[src/rtl/alu_pkg.sv]
// rtl/alu_pkg.sv - shared constants for the 32-bit ripple-carry ALU
// Purpose : operation encodings for {sel1,sel0} and the default datapath width.
// Ports   : none (package).
package alu_pkg;

   localparam int WIDTH = 32;

   localparam logic [1:0] OP_AND = 2'b00;
   localparam logic [1:0] OP_OR  = 2'b01;
   localparam logic [1:0] OP_ADD = 2'b10;
   localparam logic [1:0] OP_SLT = 2'b11;

endpackage

[src/rtl/alu_1bit.sv]
// rtl/alu_1bit.sv - one combinational bit slice of the ripple-carry ALU
// Purpose : AND / OR / full-add / pass-through of 'less' for a single bit.
// Ports   : a, b     operand bits
//           cin      carry in from the next lower slice
//           binv     invert b before use (all ops)
//           less     bit routed to res for OP_SLT
//           op[1:0]  operation select
//           res      slice result
//           cout     carry out to the next higher slice
module alu_1bit
   import alu_pkg::*;
(
   input  logic       a,
   input  logic       b,
   input  logic       cin,
   input  logic       binv,
   input  logic       less,
   input  logic [1:0] op,
   output logic       res,
   output logic       cout
);

   logic bb;
   logic sum;

   assign bb   = b ^ binv;
   assign sum  = a ^ bb ^ cin;
   // Carry is produced in every mode so co tracks the adder regardless of op.
   assign cout = (a & bb) | (a & cin) | (bb & cin);

   always_comb begin
      res = 1'b0;
      case (op)
         OP_AND:  res = a & bb;
         OP_OR:   res = a | bb;
         OP_ADD:  res = sum;
         default: res = less;
      endcase
   end

endmodule

[src/rtl/alu_32bit.sv]
// rtl/alu_32bit.sv - registered 32-bit ALU built from a chain of 1-bit slices
// Purpose : AND, OR, ADD/SUB (binv + cin) and set-less-than, one-cycle latency.
// Option  : ALU_INTERNAL_SLT_EN - when defined, OP_SLT yields the signed
//           a < bb flag in bit 0 instead of passing 'less' through.
// Ports   : clk       rising-edge clock
//           rst_n     synchronous active-low reset
//           a, b      operands
//           cin       carry into bit 0
//           binv      use ~b instead of b
//           less      value routed to result for OP_SLT (option undefined)
//           sel1/sel0 operation select {sel1,sel0}
//           result    registered result
//           co        registered carry out of the MSB
module alu_32bit
   import alu_pkg::*;
#(
   parameter int WIDTH = alu_pkg::WIDTH
)
(
   input  logic             clk,
   input  logic             rst_n,
   input  logic [WIDTH-1:0] a,
   input  logic [WIDTH-1:0] b,
   input  logic             cin,
   input  logic             binv,
   input  logic [WIDTH-1:0] less,
   input  logic             sel1,
   input  logic             sel0,
   output logic [WIDTH-1:0] result,
   output logic             co
);

   logic [1:0]       op;
   logic [WIDTH-1:0] slt_in;
   logic [WIDTH-1:0] res_c;
   logic             carry_msb;

   assign op = {sel1, sel0};

   // Each slice owns its carry signals so the ripple is a chain of distinct
   // nets rather than feedback through one vector.
   for (genvar i = 0; i < WIDTH; i++) begin : g_slice
      logic c_in;
      logic c_out;

      if (i == 0) begin : g_first
         assign c_in = cin;
      end else begin : g_rest
         assign c_in = g_slice[i-1].c_out;
      end

      alu_1bit u_bit (
         .a    (a[i]),
         .b    (b[i]),
         .cin  (c_in),
         .binv (binv),
         .less (slt_in[i]),
         .op   (op),
         .res  (res_c[i]),
         .cout (c_out)
      );
   end

   assign carry_msb = g_slice[WIDTH-1].c_out;

`ifdef ALU_INTERNAL_SLT_EN
   // sum[msb] ^ overflow: sum[msb] = a^bb^c_in(msb) and overflow =
   // c_in(msb)^c_out(msb), so the carry into the MSB cancels out.
   logic set_bit;
   assign set_bit = a[WIDTH-1] ^ b[WIDTH-1] ^ binv ^ carry_msb;
   assign slt_in  = {{(WIDTH-1){1'b0}}, set_bit};
`else
   assign slt_in  = less;
`endif

   always_ff @(posedge clk) begin
      if (!rst_n) begin
         result <= '0;
         co     <= 1'b0;
      end else begin
         result <= res_c;
         co     <= carry_msb;
      end
   end

endmodule

[config.mk]
export PLATFORM = sky130hd
export DESIGN_NAME = alu_32bit
export DESIGN_NICKNAME = d
export VERILOG_FILES = /design/src/rtl/alu_pkg.sv /design/src/rtl/alu_1bit.sv /design/src/rtl/alu_32bit.sv
export SDC_FILE = /design/constraint.sdc
export NUM_CORES = 1
export LEC_CHECK = 0
export ABC_AREA = 1
export CORE_UTILIZATION = 29
export CTS_CLUSTER_DIAMETER = 150
export CTS_CLUSTER_SIZE = 14
export DETAILED_ROUTE_END_ITERATION = 10
export GPL_TIMING_DRIVEN = 0
export RECOVER_POWER = 50
export SYNTH_ARGS = -nofsm -noshare
export SYNTH_HDL_FRONTEND = slang
export SYNTH_SLANG_ARGS = --single-unit
[constraint.sdc]
create_clock -name clk -period 21.7 [get_ports clk]
set_input_delay 4.34 -clock clk [delete_from_list [all_inputs] [get_ports clk]]
set_output_delay 4.34 -clock clk [all_outputs]
set_load 0.02 [all_outputs]
# Word level (Yosys, flattened, before mapping)
# Cells that the tools add are included.
# Widths: inputs -> output; s select.
# word_totals
reg_bits	33
out_inout_bits	33
elab_cells	325
inputBits	102
# op_classes
bitwise_logic	288
reduce_logical	1
eq_ne	2
n_mux	32
# ops
cell	n
$and 1x1->1	96
$or 1x1->1	96
$pmux 1 s3	32
$xor 1x1->1	96
$eq 2x1->1 const B	1
$eq 2x2->1 const B	1
$logic_not 2->1	1

# Logic depth before layout (Yosys ltp)
# depth
depth_word	97
depth_mapped	39
mapped_depth_nobuf	38

# Modules after synthesis
# A second synthesis with hierarchy kept.
# unflattened
cells_unflattened	679
hier_area_um2	4465.5
# modules_own_cells
mod	area_each_um2	seq_area_each_um2	cells_per_inst	instances
alu_1bit	108.9	0.0	18	32
alu_32bit	982.2	660.6	103	1

# Worst setup path before layout
# OpenSTA, ideal clock, no wires.
# synth_path
path_kind	input-to-reg
from	input binv
to	register result[31]
setup_time_ps	64
stages	39
required_time_ps	21636
path_buffers	2
slack_ps	4555
arrival_ps	17081
cell_sequence	buf_2 -> buf_2 -> xnor2_1 -> inv_1 -> fa_1 -> fa_1 -> fa_1 -> fa_1 -> fa_1 -> fa_1 -> fa_1 -> fa_1 -> fa_1 -> fa_1 -> fa_1 -> fa_1 -> fa_1 -> fa_1 -> [... 3 more ...] -> fa_1 -> fa_1 -> fa_1 -> fa_1 -> fa_1 -> fa_1 -> fa_1 -> fa_1 -> fa_1 -> fa_1 -> fa_1 -> fa_1 -> fa_1 -> inv_1 -> fa_1 -> a21oi_1 -> nor2_1 -> nor2_1
# synth_between
elab_chain_cells	96
word_cells_on_any_way	191
classes_between	1 x mux; 190 x bitwise
# synth_lines
item	line_no	source
start, declared	alu_32bit.sv:25	input logic binv,
$xor 1x1->1	alu_1bit.sv:26	assign bb = b ^ binv;
$and 1x1->1	alu_1bit.sv:29	assign cout = (a & bb) | (a & cin) | (bb & cin);
$or 1x1->1 (2 in series)	alu_1bit.sv:29	
$and 1x1->1	alu_1bit.sv:29	
$or 1x1->1 (2 in series)	alu_1bit.sv:29	
$and 1x1->1	alu_1bit.sv:29	
$or 1x1->1 (2 in series)	alu_1bit.sv:29	
$and 1x1->1	alu_1bit.sv:29	
[... 74 more ...]	-	
$and 1x1->1	alu_1bit.sv:29	
$or 1x1->1 (2 in series)	alu_1bit.sv:29	
$and 1x1->1	alu_1bit.sv:29	
$or 1x1->1 (2 in series)	alu_1bit.sv:29	
$and 1x1->1	alu_1bit.sv:29	
$or 1x1->1 (2 in series)	alu_1bit.sv:29	
$xor 1x1->1	alu_1bit.sv:27	assign sum = a ^ bb ^ cin;
$pmux 1 s3 *	alu_1bit.sv:33	case (op)
end signal, assigned	alu_32bit.sv:81	result <= res_c;
end, declared	alu_32bit.sv:29	output logic [WIDTH-1:0] result,
# Mark *: on every way between the ends. The rest lies on a longest branch, timed or not.
# A chain may end at the register's enable or synchronous reset.

# Worst setup path after layout
# layout_path
from	input b[0]
to	register result[31]
# layout_between
elab_chain_cells	96
word_cells_on_any_way	127
classes_between	1 x mux; 126 x bitwise
# layout_lines
item	line_no	source
start, declared	alu_32bit.sv:23	input logic [WIDTH-1:0] b,
$xor 1x1->1 *	alu_1bit.sv:26	
$and 1x1->1	alu_1bit.sv:29	
$or 1x1->1	alu_1bit.sv:29	
$or 1x1->1 *	alu_1bit.sv:29	
$and 1x1->1	alu_1bit.sv:29	
$or 1x1->1	alu_1bit.sv:29	
$or 1x1->1 *	alu_1bit.sv:29	
$and 1x1->1	alu_1bit.sv:29	
[... 80 more ...]	-	
$and 1x1->1	alu_1bit.sv:29	
$or 1x1->1	alu_1bit.sv:29	
$or 1x1->1 *	alu_1bit.sv:29	
$and 1x1->1	alu_1bit.sv:29	
$or 1x1->1	alu_1bit.sv:29	
$or 1x1->1 *	alu_1bit.sv:29	
$xor 1x1->1 *	alu_1bit.sv:27	
$pmux 1 s3 *	alu_1bit.sv:33	
# Marked as above.

==> results.tsv <==
metric	value	unit
clk sink count	33	
total of max-cap violations	0	
Max VDD drop	23.0	µV
PortBufs	132	
number of DRC markers in iteration 0	149	
initial antenna violation count	0	
fraction of synthesized cell area in xor and xnor cells	7.07	%
final period utilization	82.6	%
final net count	883	
Root Buffer	clkbuf_16	
clk buf depth	2	
DR vias	3666	
grt ovf	0	
FILL cells	1380	
DRC viols	0	
chip width	119	µm
post-cts sizing count	0	
Synth area leaders	ha_1 20%, dfxtp_1 17%, fa_1 16%, inv_1 11%, nand2_1 8.8%	
hold_buf cts	0	
Met3 Wirelength	772	µm
Worst setup EP type	flip-flop	
critical path required time	21920	ps
portion of netlist area occupied by mux cells	0	%
Worst Tran Pin Value	661	ps
Post-CTS Repair Setup Buffers	0	
IO Count	135	
RSZ-0062 raised after global routing	no	
HPWL Detailed	9.07	mm
Worst Setup EP	result[31]	
Top Layer Used	met4	
Mapped Cells	546	
CP startpoint kind	input port	
top cell type's share of synthesized area	20.2	%
biggest area consumer among synthesized cells	ha_1	
Die ar.	14100	µm²
Core Region	13300	µm²
worst path bufs/invs	3	
pin count of the biggest net entering global routing	11	
max-slew violation count	0	
Simple-Gate Fraction of Synth Area	23.0	%
Setup TNS Final	0	ps
final WL	11.5	mm
crit-path most repeated cell	fa_1	
Compound-Gate Fraction of Synth Area	2.53	%
most frequent cells in the layout	117 x inv_1, 99 x clkdlybuf4s50_1, 93 x nand2_1, 65 x nor2_1, 64 x ha_1	
Worst path depth	39	
CP max stage delay	450	ps
ANT cells	0	
mapped cell area	3960	µm²
vias in the first global route	3680	
Hold Fails Final Rpt	0	
Setup CP Type	in2reg	
area growth from synthesis to layout	42.5	%
initial core utilization	29.8	%
Post-Synth Adder-Cell Area	36.4	%
Placer Congestion	0.779	
Die Height	119	µm
status	finished, final reports clean	
P_leak	2.92	nW
largest family of logic cells by synthesized area	adder cells	
Pwr Density	44.2	nW/µm²
final instance area	5650	µm²
Critical Path Fanout Max	3	
wire length on met2	5.55	mm
Data arrival, critical path	18150	ps
Achievable Freq	55.8	MHz
Max transition margin	55.9	%
utilization after layout	42.5	%
global-route wire length before repair	18.4	mm
M1 wire length	4.89	mm
drt first pass iters	4	
DRT antenna net count	0	
H-tree levels	2	
CTS tree	built	
final setup vio count	0	
Syn. warnings	0	
commonest non-fill, non-tap cell in the layout	inv_1	
Std-Cell Rows	42	
placement-stage cell area	5500	µm²
crit path time final	17930	ps
post-synthesis average cell area	7.26	µm²
Tightest Hold Check Type	in2reg	
Post-Syn Nets	744	
Seq cells post-synth	33	
share of layout cells above drive strength 1	3.80	%
DR WL/cell	13.3	µm
clock-pin slew on the worst setup and hold paths	50	ps
via/cell ratio	4.26	
GR Util All Layers	17.0	%
Netlist cell types	16	
TritonCTS Buffers	5	
Critical Path Start	b[0]	
Seq/Total Area, Yosys	16.7	%
family with the most delay on the worst path	adder cells	
Slowest cell on crit path	clkdlybuf4s50_1	
## flip-flops by register name, summed over array words and instances, names as in the netlist
name    flops
result     32
co          1
## layer usage
| metal | track usage, % | up-vias |
|---|---|---|
| li1 | - | 1859 |
| met1 | 20.4 | 1674 |
| met3 | 3.40 | 18 |
| met4 | 5.78 | 0 |
| met2 | 30.2 | 115 |
| met5 | 0 | - |
## kinds of logic after synthesis
logic type | Yosys count
flip-flops | 33
AO/OA/AOI/OAI | 20
XOR/XNOR | 32
AND/OR/NAND/NOR | 221
adder cells (fa/ha/maj) | 96
buffers and inverters | 144
## through the flow
stage	total power, mW	worst slack, ps	hold slack [ps]	cells
global route	0.270	3280	4600	861
detailed placement	0.182	3460	4810	854
floorplan	0.132	4550	4480	546
finish	0.250	3770	4530	861
global placement	0.178	3520	4780	854
CTS	0.257	3710	4530	861
## synth_stat cells
library cell	number
a21oi_1	1
buf_2	14
buf_4	3
clkbuf_1	8
clkbuf_2	1
dfxtp_1	33
fa_1	32
ha_1	64
inv_1	117
inv_2	1
nand2_1	93
nand3_1	62
nor2_1	65
nor2_2	1
o21ai_0	19
xnor2_1	32
## cell type report
cell class	count	area, µm²	area share [%]
Buffer	26	128	2.26
Clock buffer	7	143	2.53
Inverter	118	443	7.84
Timing Repair Buffer	132	1320	23.4
Multi-Input combinational cell	369	2730	48.4
Sequential cell	33	661	11.7
Tap cell	176	220	3.90
## worst min path at each step
stage	slack, ps	cells after the start	to	start
2_1_floorplan	4480	2	result[31]	rst_n
3_3_place_gp	4780	5	result[5]	sel1
3_5_place_dp	4810	5	result[5]	sel1
4_1_cts	4530	5	result[5]	sel1
5_1_grt	4600	5	result[5]	sel1
6_report	4530	5	result[5]	sel1
## report_power, final
| group | switching, mW | internal [mW] | leakage (nW) | total, mW |
|---|---|---|---|---|
| Clock | 0.0278 | 0.0451 | 0.0700 | 0.0730 |
| Combinational | 0.0576 | 0.0512 | 2.58 | 0.109 |
| Sequential | 0.00121 | 0.0666 | 0.275 | 0.0678 |
| Total | 0.0866 | 0.163 | 2.92 | 0.250 |
(Power assumes the default switching activity.)
